<file path="src/rtl/gray_pkg.sv">
// Shared Gray-code definitions: default word width and a pure bin-to-Gray conversion.
// Latency: none (constants and a combinational function only).
// Backpressure: not applicable; nothing in this package holds state.
package gray_pkg;

    // Default width of count and code words.
    localparam int GRAY_DEFAULT_WIDTH = 4;

    // Widest word the helper function accepts. Callers zero-extend narrower
    // words and keep the low bits of the result. A zero-extended input
    // converts correctly because the top bit of the result is bin[msb] ^ 0.
    localparam int GRAY_MAX_WIDTH = 64;

    typedef logic [GRAY_MAX_WIDTH-1:0] gray_word_t;

    // Reflected binary Gray code: each bit is the XOR of itself and its
    // more-significant neighbour.
    function automatic gray_word_t bin_to_gray(input gray_word_t b);
        return b ^ (b >> 1);
    endfunction

endpackage

</file>
<file path="src/rtl/bin2gray.sv">
// Combinational binary to reflected-Gray converter.
// Latency: zero cycles (pure combinational).
// Backpressure: none; the output follows the input continuously.
//
// Ports:
//   bin  - binary word in
//   gray - Gray-code image of bin
module bin2gray
    import gray_pkg::*;
#(
    parameter int WIDTH = GRAY_DEFAULT_WIDTH
) (
    input  logic [WIDTH-1:0] bin,
    output logic [WIDTH-1:0] gray
);

    // Each output bit differs from the input bit by its left neighbour;
    // the MSB has no neighbour and passes straight through.
    always_comb begin
        gray = bin ^ (bin >> 1);
    end

endmodule

</file>
<file path="src/rtl/bin2gray_counter.sv">
// Up/down binary counter with a registered Gray-code image and a wrap pulse.
// Latency: one clock edge from load/en to bin, gray and wrap.
// Backpressure: none; en is a plain enable, and the count holds while en and load are low.
//
// Ports:
//   clk      - clock; all state updates happen on its rising edge
//   rst      - synchronous active-high reset (highest priority)
//   en       - count enable, one step per enabled edge
//   up       - direction: 1 increments, 0 decrements
//   load     - synchronous load strobe (beats en)
//   load_bin - binary value captured on load
//   bin      - registered binary count
//   gray     - registered Gray image of bin, updated on the same edge as bin
//   wrap     - registered one-cycle pulse after a max->0 or 0->max count step
module bin2gray_counter
    import gray_pkg::*;
#(
    parameter int WIDTH = GRAY_DEFAULT_WIDTH
) (
    input  logic             clk,
    input  logic             rst,
    input  logic             en,
    input  logic             up,
    input  logic             load,
    input  logic [WIDTH-1:0] load_bin,
    output logic [WIDTH-1:0] bin,
    output logic [WIDTH-1:0] gray,
    output logic             wrap
);

    localparam logic [WIDTH-1:0] CNT_ONE = WIDTH'(1);
    localparam logic [WIDTH-1:0] CNT_MAX = {WIDTH{1'b1}};
    localparam logic [WIDTH-1:0] CNT_MIN = '0;

    logic [WIDTH-1:0] bin_nxt;
    logic [WIDTH-1:0] gray_nxt;
    logic             wrap_nxt;

    // Next binary value. Load outranks the count step, and an idle cycle
    // leaves bin_nxt equal to bin, so the registers below simply reload
    // their own value.
    always_comb begin
        bin_nxt  = bin;
        wrap_nxt = 1'b0;
        if (load) begin
            // A loaded value never reports a wrap, even when it is 0 or max.
            bin_nxt = load_bin;
        end else if (en) begin
            if (up) begin
                bin_nxt  = bin + CNT_ONE;
                wrap_nxt = (bin == CNT_MAX);
            end else begin
                bin_nxt  = bin - CNT_ONE;
                wrap_nxt = (bin == CNT_MIN);
            end
        end
    end

    // The Gray code is taken from the next binary value, not from the bin
    // register. The gray and bin registers therefore load on the same edge
    // with no skew between them.
    bin2gray #(
        .WIDTH (WIDTH)
    ) u_bin2gray (
        .bin  (bin_nxt),
        .gray (gray_nxt)
    );

    always_ff @(posedge clk) begin
        if (rst) begin
            bin  <= '0;
            gray <= '0;
            wrap <= 1'b0;
        end else begin
            bin  <= bin_nxt;
            gray <= gray_nxt;
            // wrap_nxt is low on every non-wrapping cycle, so the pulse
            // lasts exactly one cycle.
            wrap <= wrap_nxt;
        end
    end

endmodule

</file>
<file path="config.mk">
export PLATFORM = sky130hd
export DESIGN_NAME = bin2gray_counter
export DESIGN_NICKNAME = d
export VERILOG_FILES = /design/src/rtl/gray_pkg.sv /design/src/rtl/bin2gray.sv /design/src/rtl/bin2gray_counter.sv
export SDC_FILE = /design/constraint.sdc
export NUM_CORES = 1
export LEC_CHECK = 0
export CORE_AREA = 10 10 47 49
export CTS_CLUSTER_SIZE = 25
export DETAILED_ROUTE_END_ITERATION = 12
export DIE_AREA = 0 0 57 59
export GPL_ROUTABILITY_DRIVEN = 1
export GPL_TIMING_DRIVEN = 0
export PLACE_DENSITY_LB_ADDON = 0.08
export SLEW_MARGIN = 20
export SYNTH_ARGS = -nofsm -noshare
export SYNTH_HDL_FRONTEND = slang
export SYNTH_SLANG_ARGS = --single-unit
</file>
<file path="constraint.sdc">
create_clock -name clk -period 2.3 [get_ports clk]
set_input_delay 0.345 -clock clk [delete_from_list [all_inputs] [get_ports clk]]
set_output_delay 0.345 -clock clk [all_outputs]
set_load 0.05 [all_outputs]
</file>
==> results.sh <==
export IMPL_netlist_area_um2=495
export IMPL_synth_simple_area_share=0.235
export IMPL_final_util=0.507
export IMPL_worstSetupEndpointType="register"
export IMPL_die_x_um=57
export IMPL_drtIter0Drc=13
export IMPL_n_antenna_cell=0
export IMPL_clockBufferDepth=2
export IMPL_numCtsBuffers=3
export IMPL_fp_dieH_um=59
export IMPL_drc=0
export IMPL_grt_total_usage=0.0718
export IMPL_cts_hold_buf=0
export IMPL_area_delta_synth_final_pct=43.4
export IMPL_finClkSkew_ns=0.00554
export IMPL_cp_cell_sequence="clkdlybuf4s50_1 -> inv_1 -> fa_1 -> mux2_2 -> mux2i_4 -> or3_1 -> a21oi_1"
export IMPL_path_clk_slew_ns=0.06
export IMPL_worstPathRequired_ns=2.48
export IMPL_synthTopCellsByCount="8 x dfxtp_1, 6 x nor2_1, 3 x inv_1, 3 x mux2i_1"
export IMPL_finalWorstSetupSlack_ns=0.107
export IMPL_gp_congestion=0.657
export IMPL_worst_hold_slack_ns=0.398
export IMPL_multi_input_area_um2=317
export IMPL_initial_core_util=0.354
export IMPL_synth_area_mux_share=0.0833
export IMPL_final_area_um2=711
export IMPL_synth_compound_area_share=0.152
export IMPL_grt_max_degree=11
export IMPL_status="complete, no violations"
export IMPL_hold_viol=0
export IMPL_grt_antenna_before_repair=0
export IMPL_r2r_cells=5
export IMPL_netSwitchingFraction=0.363
export IMPL_final_cells=89
export IMPL_whs_path_depth=2
export IMPL_grt_pass1_vias=424
export IMPL_power_leakage_nw=0.309
export IMPL_hold_end="wrap"
export IMPL_fin_crit_ns=2.19
export IMPL_power_uw=454
export IMPL_setup_tns_ns=0
export IMPL_synth_edf_count=0
export IMPL_core_area_um2=1400
export IMPL_numPlacedInstances=86
export IMPL_period_share=0.953
export IMPL_r2r_slack_ns=0.54
export IMPL_synth_xor_area_share=0.0530
export IMPL_grt_overflow=0
export IMPL_slowest_delay_ns=0.58
export IMPL_cts_tree="built"
export IMPL_viasPerCell=5.18
export IMPL_synth_top_family_by_area="simple AND/OR/NAND/NOR gates"
export IMPL_async_flop_share=0
export IMPL_synth_area_per_cell_um2=9.18
export IMPL_synthCells=54
export IMPL_hp_start="en"
export IMPL_htree_levels=1
export IMPL_die_area_um2=3360
export IMPL_post_dp_cell_area_um2=676
export IMPL_crit_arrival_ns=2.37
export IMPL_ys_types=31
export IMPL_r2r_start="bin[0]"
export IMPL_seq_area_um2=160
export IMPL_synth_warnings=0
export IMPL_vias=461
export IMPL_fillers=144
export IMPL_clkPwrFrac=0.242
export IMPL_antenna_left=0
export IMPL_synth_seq_area_share=0.323
export IMPL_yosysTopAreaCell="dfxtp_1"
export IMPL_pwr_density_cell_nw_per_um2=639
export IMPL_worstHoldPathType="input pin to register"
export IMPL_internal_power_uw=289
export IMPL_worst_pin_slew_ns=0.498
export IMPL_totalWireLength_um=1180
export IMPL_synth_net_count=66
export IMPL_pwr_share_comb=0.394
export IMPL_placementRows=14
export IMPL_path_max_fanout=7
export IMPL_synthTopCellsByArea="dfxtp_1 32%, mux2i_1 6.1%, ha_1 5.1%, nor2_1 4.5%, fa_1 4.0%"
export IMPL_grt_first_pass_wirelength_um=1950
export IMPL_vdd_drop_max_v=0.000325
export IMPL_wl_per_cell_um=13.3
export IMPL_rr_endpoint="gray[1]"
export IMPL_timing_fmax_ghz=0.456
export IMPL_setup_viol=0
export IMPL_synth_most_common_cell="dfxtp_1"
export IMPL_post_cts_buffers=0
export IMPL_synth_top_cell_area_share=0.323
export IMPL_place_ws_ns=-0.220
export IMPL_slew_headroom=0.667
export IMPL_clk_latency_ns=0.26
export IMPL_num_nets_final=87
export IMPL_drive_gt1_frac=0.151
export IMPL_synth_seq_cells=8
export IMPL_drtPass1Iterations=4
export IMPL_worst_setup_path_type="input pin to register"
export IMPL_synthFlopType="dfxtp_1"
export IMPL_synthAdderAreaFrac=0.0909
export IMPL_root_buffer="clkbuf_4"
export IMPL_crit_slowest_cell="clkdlybuf4s50_1"
export IMPL_dp_hpwl_um=908
export IMPL_io_pins=18
export IMPL_p_seq_frac=0.363
export IMPL_maxSlewViolCount=0
export IMPL_drv_cap=0
export IMPL_cts_sinks=8
export IMPL_critPathLaunchType="input pin"
export IMPL_p_switching_uw=165
export IMPL_portBuffers=16
## power groups by stage
| stage | combinational (mW) | clock (mW) | sequential, mW |
|---|---|---|---|
| floorplan | 0.0690 | 0 | 0.215 |
| finish | 0.179 | 0.110 | 0.165 |
| global route | 0.192 | 0.125 | 0.168 |
| global placement | 0.173 | 0 | 0.168 |
| CTS | 0.175 | 0.116 | 0.166 |
| detailed placement | 0.174 | 0 | 0.169 |
## cell type report
type / instances / share of cell area
multi-input combinational: 40 / 0.445
timing repair buffer: 16 / 0.225
inverter: 3 / 0.0158
buffer: 3 / 0.0282
tap: 16 / 0.0282
clock buffer: 3 / 0.0317
sequential: 8 / 0.225
## critical path, delay by kind of cell
family,cells,cell delay [ns]
AOI/OAI and AO/OA,1,0.14
adders and majority gates,1,0.55
buffers and inverters,2,0.71
muxes,2,0.25
and+or+nand+nor,1,0.38
## layout by cell type (no fill, tap or decap), types with 2 or more instances in the layout
| cell | count |
|---|---|
| or3_1 | 2 |
| ha_1 | 2 |
| dfxtp_1 | 8 |
| clkdlybuf4s50_1 | 16 |
| o21ai_0 | 2 |
| xnor2_1 | 2 |
| a21oi_1 | 2 |
| nand3_1 | 2 |
| inv_1 | 3 |
| buf_4 | 2 |
| nor2_1 | 6 |
| mux2i_1 | 2 |
| clkbuf_4 | 3 |
## worst max-delay path by stage
stage,from,end,slack [ns],depth (start not counted)
detailed placement,up,gray[1],-0.22,7
floorplan,bin[0],gray[1],0.25,5
finish,up,gray[1],0.11,7
global placement,up,gray[1],-0.17,7
CTS,up,gray[1],0.05,7
global route,up,gray[1],-0.002,7
## what timing repair did
item / 4_1_cts / 5_1_grt
gates resized for setup: 0 / 2
hold endpoints to repair: 0 / 0
setup endpoints to repair: 0 / 2
## state kept, by name (all words and copies together), names as in the netlist
| signal | flops |
|---|---|
| bin | 4 |
| gray | 3 |
| wrap | 1 |
## cell families (layout without fill, tap and decap cells)
| family | Yosys count | count (layout) |
|---|---|---|
| buffers and inverters | 6 | 25 |
| multiplexers | 4 | 4 |
| AO/OA/AOI/OAI | 11 | 11 |
| AND/OR/NAND/NOR | 19 | 19 |
| XOR/XNOR | 3 | 3 |
| adder cells (fa/ha/maj) | 3 | 3 |
| flip-flops | 8 | 8 |
## metal layers
metal | wire length [um] | track usage | share of wire | vias up
li1 | - | - | - | 235
met1 | 513 | 0.0824 | 0.43 | 211
met2 | 573 | 0.104 | 0.49 | 13
met3 | 88 | 0.0515 | 0.075 | 2
met4 | 6 | 0.0201 | 0.0051 | 0
met5 | 0 | 0 | 0 | -
Note: power is estimated with default switching activity, not from simulation.
